## src/rtl/perf_counter_sampler.sv

```systemverilog
// Avalon-MM master that turns START/STOP/SAMPLE/CLEAR_ALL commands into accesses on the
// performance-counter slave. Define PERF_SAMPLER_COHERENT_EN for the untorn hi/lo/hi2 sample.
module perf_counter_sampler #(
    parameter int NUM_SECTIONS = 4,
    parameter int READ_LATENCY = 1
) (
    input  logic        clk,
    input  logic        reset,
    input  logic        cmd_valid,
    output logic        cmd_ready,
    input  logic [1:0]  cmd_op,
    input  logic [1:0]  cmd_section,
    output logic        res_valid,
    input  logic        res_ready,
    output logic [63:0] res_time,
    output logic [31:0] res_events,
    output logic        res_err,
    output logic        busy,
    output logic [3:0]  avm_address,
    output logic        avm_write,
    output logic        avm_read,
    output logic [31:0] avm_writedata,
    input  logic        avm_waitrequest,
    input  logic [31:0] avm_readdata
);

    typedef enum logic [2:0] {IDLE, WRITE, RD_REQ, RD_WAIT, RESULT} state_t;
    typedef enum logic [1:0] {OP_START, OP_STOP, OP_SAMPLE, OP_CLEAR_ALL} op_t;
    typedef enum logic [1:0] {W_LO, W_HI, W_HI2, W_EV} word_t;

`ifdef PERF_SAMPLER_COHERENT_EN
    localparam word_t FIRST_WORD = W_HI;
`else
    localparam word_t FIRST_WORD = W_LO;
`endif

    state_t     state, state_nxt;
    word_t      word, word_nxt;
    op_t        op;
    logic [1:0] sec;
    logic [1:0] lat_cnt;
    logic       last_word;
    logic       cmd_fire;
    logic       sec_bad;
    logic       rd_done;
`ifdef PERF_SAMPLER_COHERENT_EN
    logic [1:0] retry_cnt;
    logic       hi_torn;
`endif

    function automatic logic [3:0] word_addr(input logic [1:0] s, input word_t w);
        case (w)
            W_LO:    return {s, 2'b00};
            W_EV:    return {s, 2'b10};
            default: return {s, 2'b01};
        endcase
    endfunction

    assign op       = op_t'(cmd_op);
    assign cmd_fire = cmd_valid && cmd_ready;
    assign sec_bad  = int'(cmd_section) >= NUM_SECTIONS;
    assign rd_done  = (state == RD_WAIT) && (lat_cnt == 2'(READ_LATENCY - 1));

    // Read order: lo, hi, events; the coherent build reads hi, lo, hi2 (repeat lo/hi2 on carry), events.
    always_comb begin
        word_nxt  = word;
        last_word = 1'b0;
`ifdef PERF_SAMPLER_COHERENT_EN
        hi_torn = (word == W_HI2) && (avm_readdata != res_time[63:32]);
        case (word)
            W_HI:    word_nxt = W_LO;
            W_LO:    word_nxt = W_HI2;
            W_HI2:   word_nxt = (hi_torn && retry_cnt != 2'd3) ? W_LO : W_EV;
            default: last_word = 1'b1;
        endcase
`else
        case (word)
            W_LO:    word_nxt = W_HI;
            W_HI:    word_nxt = W_EV;
            default: last_word = 1'b1;
        endcase
`endif
    end

    always_ff @(posedge clk) begin
        if (reset) state <= IDLE;
        else       state <= state_nxt;
    end

    always_comb begin
        state_nxt = state;
        unique case (state)
            IDLE: begin
                if (cmd_fire) begin
                    if (op == OP_CLEAR_ALL) state_nxt = WRITE;
                    else if (sec_bad)       state_nxt = (op == OP_SAMPLE) ? RESULT : IDLE;
                    else                    state_nxt = (op == OP_SAMPLE) ? RD_REQ : WRITE;
                end
            end
            WRITE:   if (!avm_waitrequest) state_nxt = IDLE;
            RD_REQ:  if (!avm_waitrequest) state_nxt = RD_WAIT;
            RD_WAIT: if (rd_done)          state_nxt = last_word ? RESULT : RD_REQ;
            RESULT:  if (res_ready)        state_nxt = IDLE;
            default: state_nxt = IDLE;
        endcase
    end

    // NOTE: cmd_ready is masked by reset so no command can be accepted while reset is sampled.
    always_comb begin
        res_valid = (state == RESULT);
        cmd_ready = (state == IDLE) && !res_valid && !reset;
        busy      = (state != IDLE);
        avm_write = (state == WRITE);
        avm_read  = (state == RD_REQ);
    end

    // NOTE: every register here uses non-blocking assignment so the case arms see pre-edge values.
    always_ff @(posedge clk) begin
        if (reset) begin
            word          <= FIRST_WORD;
            sec           <= 2'd0;
            lat_cnt       <= 2'd0;
            avm_address   <= 4'h0;
            avm_writedata <= 32'h0;
            res_time      <= 64'h0;
            res_events    <= 32'h0;
            res_err       <= 1'b0;
`ifdef PERF_SAMPLER_COHERENT_EN
            retry_cnt     <= 2'd0;
`endif
        end else begin
            unique case (state)
                IDLE: begin
                    if (cmd_fire) begin
                        sec           <= cmd_section;
                        word          <= FIRST_WORD;
                        avm_writedata <= 32'h0;
`ifdef PERF_SAMPLER_COHERENT_EN
                        retry_cnt     <= 2'd0;
`endif
                        case (op)
                            OP_START: avm_address <= {cmd_section, 2'b01};
                            OP_STOP:  avm_address <= {cmd_section, 2'b00};
                            OP_SAMPLE: begin
                                avm_address <= word_addr(cmd_section, FIRST_WORD);
                                res_err     <= sec_bad;
                                if (sec_bad) begin
                                    res_time   <= 64'h0;
                                    res_events <= 32'h0;
                                end
                            end
                            default: begin
                                avm_address   <= 4'h0;
                                avm_writedata <= 32'h1;
                            end
                        endcase
                    end
                end
                RD_REQ: lat_cnt <= 2'd0;
                RD_WAIT: begin
                    if (rd_done) begin
                        case (word)
                            W_LO:    res_time[31:0]  <= avm_readdata;
                            W_EV:    res_events      <= avm_readdata;
                            default: res_time[63:32] <= avm_readdata;
                        endcase
                        word        <= word_nxt;
                        avm_address <= word_addr(sec, word_nxt);
`ifdef PERF_SAMPLER_COHERENT_EN
                        if (hi_torn) begin
                            if (retry_cnt == 2'd3) res_err   <= 1'b1;
                            else                   retry_cnt <= retry_cnt + 2'd1;
                        end
`endif
                    end else begin
                        lat_cnt <= lat_cnt + 2'd1;
                    end
                end
                default: ;
            endcase
        end
    end

endmodule

```

## config.mk

```make
export PLATFORM = sky130hd
export DESIGN_NAME = perf_counter_sampler
export DESIGN_NICKNAME = d
export VERILOG_FILES = /design/src/rtl/perf_counter_sampler.sv
export SDC_FILE = /design/constraint.sdc
export NUM_CORES = 1
export LEC_CHECK = 0
export CAP_MARGIN = 25
export CELL_PAD_IN_SITES_DETAIL_PLACEMENT = 2
export CELL_PAD_IN_SITES_GLOBAL_PLACEMENT = 2
export CORE_AREA = 2 2 143 145
export CTS_CLUSTER_SIZE = 28
export DETAILED_ROUTE_END_ITERATION = 10
export DIE_AREA = 0 0 145 147
export PLACE_DENSITY_LB_ADDON = 0.1
export SYNTH_ARGS = -nofsm -noshare
export SYNTH_HDL_FRONTEND = slang
export SYNTH_SLANG_ARGS = --single-unit
export TNS_END_PERCENT = 5
```

## constraint.sdc

```tcl
create_clock -name clk -period 2.2 [get_ports clk]
set_input_delay 0.44 -clock clk [delete_from_list [all_inputs] [get_ports clk]]
set_output_delay 0.44 -clock clk [all_outputs]
set_load 0.05 [all_outputs]
```

==> run metrics <==
non-filler cells, final=slightly below 1000; pwr dens=between 700 and 800 nW/um^2; post_cts resized=0; Critical Path Most Common Cell=buf_4; WHS Endpoint=res_time[62]; Sink Count=110; Iter 0 DRT Violations=between 80 and 90; Post-synth EDFFs=0; DRT Pass-1 Iters=4; All-Layer GR Usage=14.8%; CP Class=reg2out; Post-DP Area=a little over 6000 um^2; r2r startpoint=lat_cnt[1]; GP Congestion=between 0.7 and 0.8; min-delay src=res_time[62]; period utilization=approximately nine tenths; layout cell share with drive strength beyond 1=under 10%; final wirelength=~16000 um; Reg clk slew, reported paths=approximately 70 ps; routed wire length per instance=around 16 um; P&R area growth vs syn=45.3%; FMAX=between 400 and 500 MHz; die width=around 150 um; asr flop ratio synth=0%; hold path cells=2; drt via density=roughly 4.3; status=completed; global route overflow=0; first-pass GRT wire length=around 25000 um; die area=21300 um^2; IO buf count=146; Mapped Avg Cell Area=approximately 7.9 um^2; most frequent cells in the layout=nand2_1, clkdlybuf4s50_1, dfxtp_1; slew margin rel.=roughly three fifths; Critical Path RT=approximately 1800 ps; Slew @ Worst Pin=roughly 570 ps; TritonCTS clock tree=yes; placed wire-length estimate=roughly 11000 um; Pwr Total=slightly below 5 mW; CP Capture Type=output pin; Nets=753; max-slew violations=0; RSZ-0062 raised after global routing=no; Max H-tree Level=3; DIE HEIGHT=~150 um; Fin Clk Skew=10.4 ps; fraction of the yosys area taken by sequential cells=approximately 49%; Max-Cap Viols=0; Final setup viols=0; largest net degree at the start of global routing=51; dpl cells=960; final hold vios=0; Reg2Reg Setup Slack=between 300 and 400 ps; fin crit period=a little over 2000 ps; reg2reg end=avm_address[2]; vias in the first global route=roughly 4500; Ys Warns=0; antenna cells=0; drt drc=0; CTS Hold Bufs=0; Hold Path Class=reg2reg; R2R cell count=6; arrival time worst endpoint=about 1600 ps; Synth Instances=567; post-route ant nets=0; Mapped Area=4480 um^2; Seq cells post-synth=110; final core utilization=32.8%; Netlist cell types=between 40 and 50; Row Count=between 50 and 60; crit path max fanout=12; Top FF cell, synth=dfxtp_1; I/O Pins=around 180; vias=4192; CP Cell Sequence=buf_4 > or3_1 > nor2_2 > buf_4; Setup TNS=0 ps; Clock Latency Late Sink=roughly 350 ps; LEAKAGE=between 2 and 2.5 nW; CTS buffer count=9; core area=around 20000 um^2; Max Root-Sink Buffers=2; Design Area, Final=between 6000 and 7000 um^2; Slowest-stage cell, CP=or3_1; initial antenna violation count=0; initial core utilization=a little under a quarter; maximum vdd drop=roughly 340 uV; setup bufs post-CTS=0; most common cell after layout, fill and taps aside=nand2_1; slowest cell delay on critical path=around 400 ps; clk root buf=clkbuf_16; Worst setup SP type=register
-- cells by family (layout without fill, tap and decap cells) --
group / Yosys count / count (layout) / synth area share [%]
buf+inv: 84 / 192 / 10.6
flops: 110 / 110 / 49.1
compound gates: 115 / 115 / 13.9
other cells: 1 / 32 / 0.0837
simple gates: 243 / 243 / 22.5
fa+ha+maj: 11 / 11 / 3.07
mux: 3 / 3 / 0.698
-- worst max-delay path by stage --
stage	to	cells past startpoint	from	slack, ps
after floorplan	avm_write	2	state[0]	60
after global placement	avm_address[3]	5	cmd_valid	110
after detailed placement	avm_address[2]	5	cmd_valid	10
after CTS	cmd_ready	4	state[0]	140
after global routing	cmd_ready	4	state[0]	60
final	cmd_ready	4	state[0]	180
-- registers in the layout, indices dropped and copies added (netlist names) --
| signal | cells |
|---|---|
| sec | 2 |
| avm_writedata | 1 |
| state | 3 |
| word | 2 |
| res_events | 32 |
| res_time | 64 |
| avm_address | 4 |
| lat_cnt | 2 |
-- worst max-delay path, delay by kind of cell (launching register included) --
kind          cells  cell delay [ps]
buf+inv           2              390
flops             1              350
simple gates      2              490
-- area by class of cell --
class | instances | area (um^2)
Clock buffer | 9 | 225
Multi-Input combinational cell | 404 | 1940
Timing Repair Buffer | 163 | 1640
Inverter | 13 | 48.8
Fill cell | 2302 | 13300
Tap cell | 270 | 338
Sequential cell | 110 | 2200
Clock inverter | 7 | 120
-- metal layers --
layer	wire length (um)	up-vias	track usage [%]
met4	215	0	4.85
met2	7720	104	25.8
met3	705	15	3.60
li1	-	2034	-
met1	7050	2039	18.0
met5	0	-	0
-- Yosys cell counts, types with 2 or more instances --
cell type / number / area (um^2)
a21oi_1: 98 / 490
a221oi_1: 2 / 17.5
a2bb2oi_1: 3 / 26.3
and3_1: 3 / 18.8
buf_2: 22 / 110
buf_4: 33 / 248
clkbuf_1: 14 / 52.6
dfxtp_1: 110 / 2200
ha_1: 11 / 138
inv_1: 12 / 45.0
mux2i_1: 2 / 20.0
nand2_1: 198 / 743
nand2b_1: 3 / 18.8
nand3_1: 4 / 20.0
nand3b_1: 3 / 22.5
nor2_1: 12 / 45.0
nor2b_1: 2 / 12.5
nor3_1: 7 / 35.0
nor4bb_1: 2 / 20.0
o21ai_1: 4 / 20.0
-- metrics by stage --
stage               setup WS, ps  hold slack (ps)
floorplan                   59.4              456
global placement             106              441
detailed placement          12.9              449
CTS                          144              460
global route                57.5              481
finish                       178              459
-- report_power, final --
part | switching [mW] | total (mW) | internal [mW]
clock | 0.789 | 1.91 | 1.12
sequential | 0.0476 | 2.09 | 2.04
combinational | 0.586 | 0.882 | 0.296
Note: power is estimated with default switching activity, not from simulation.
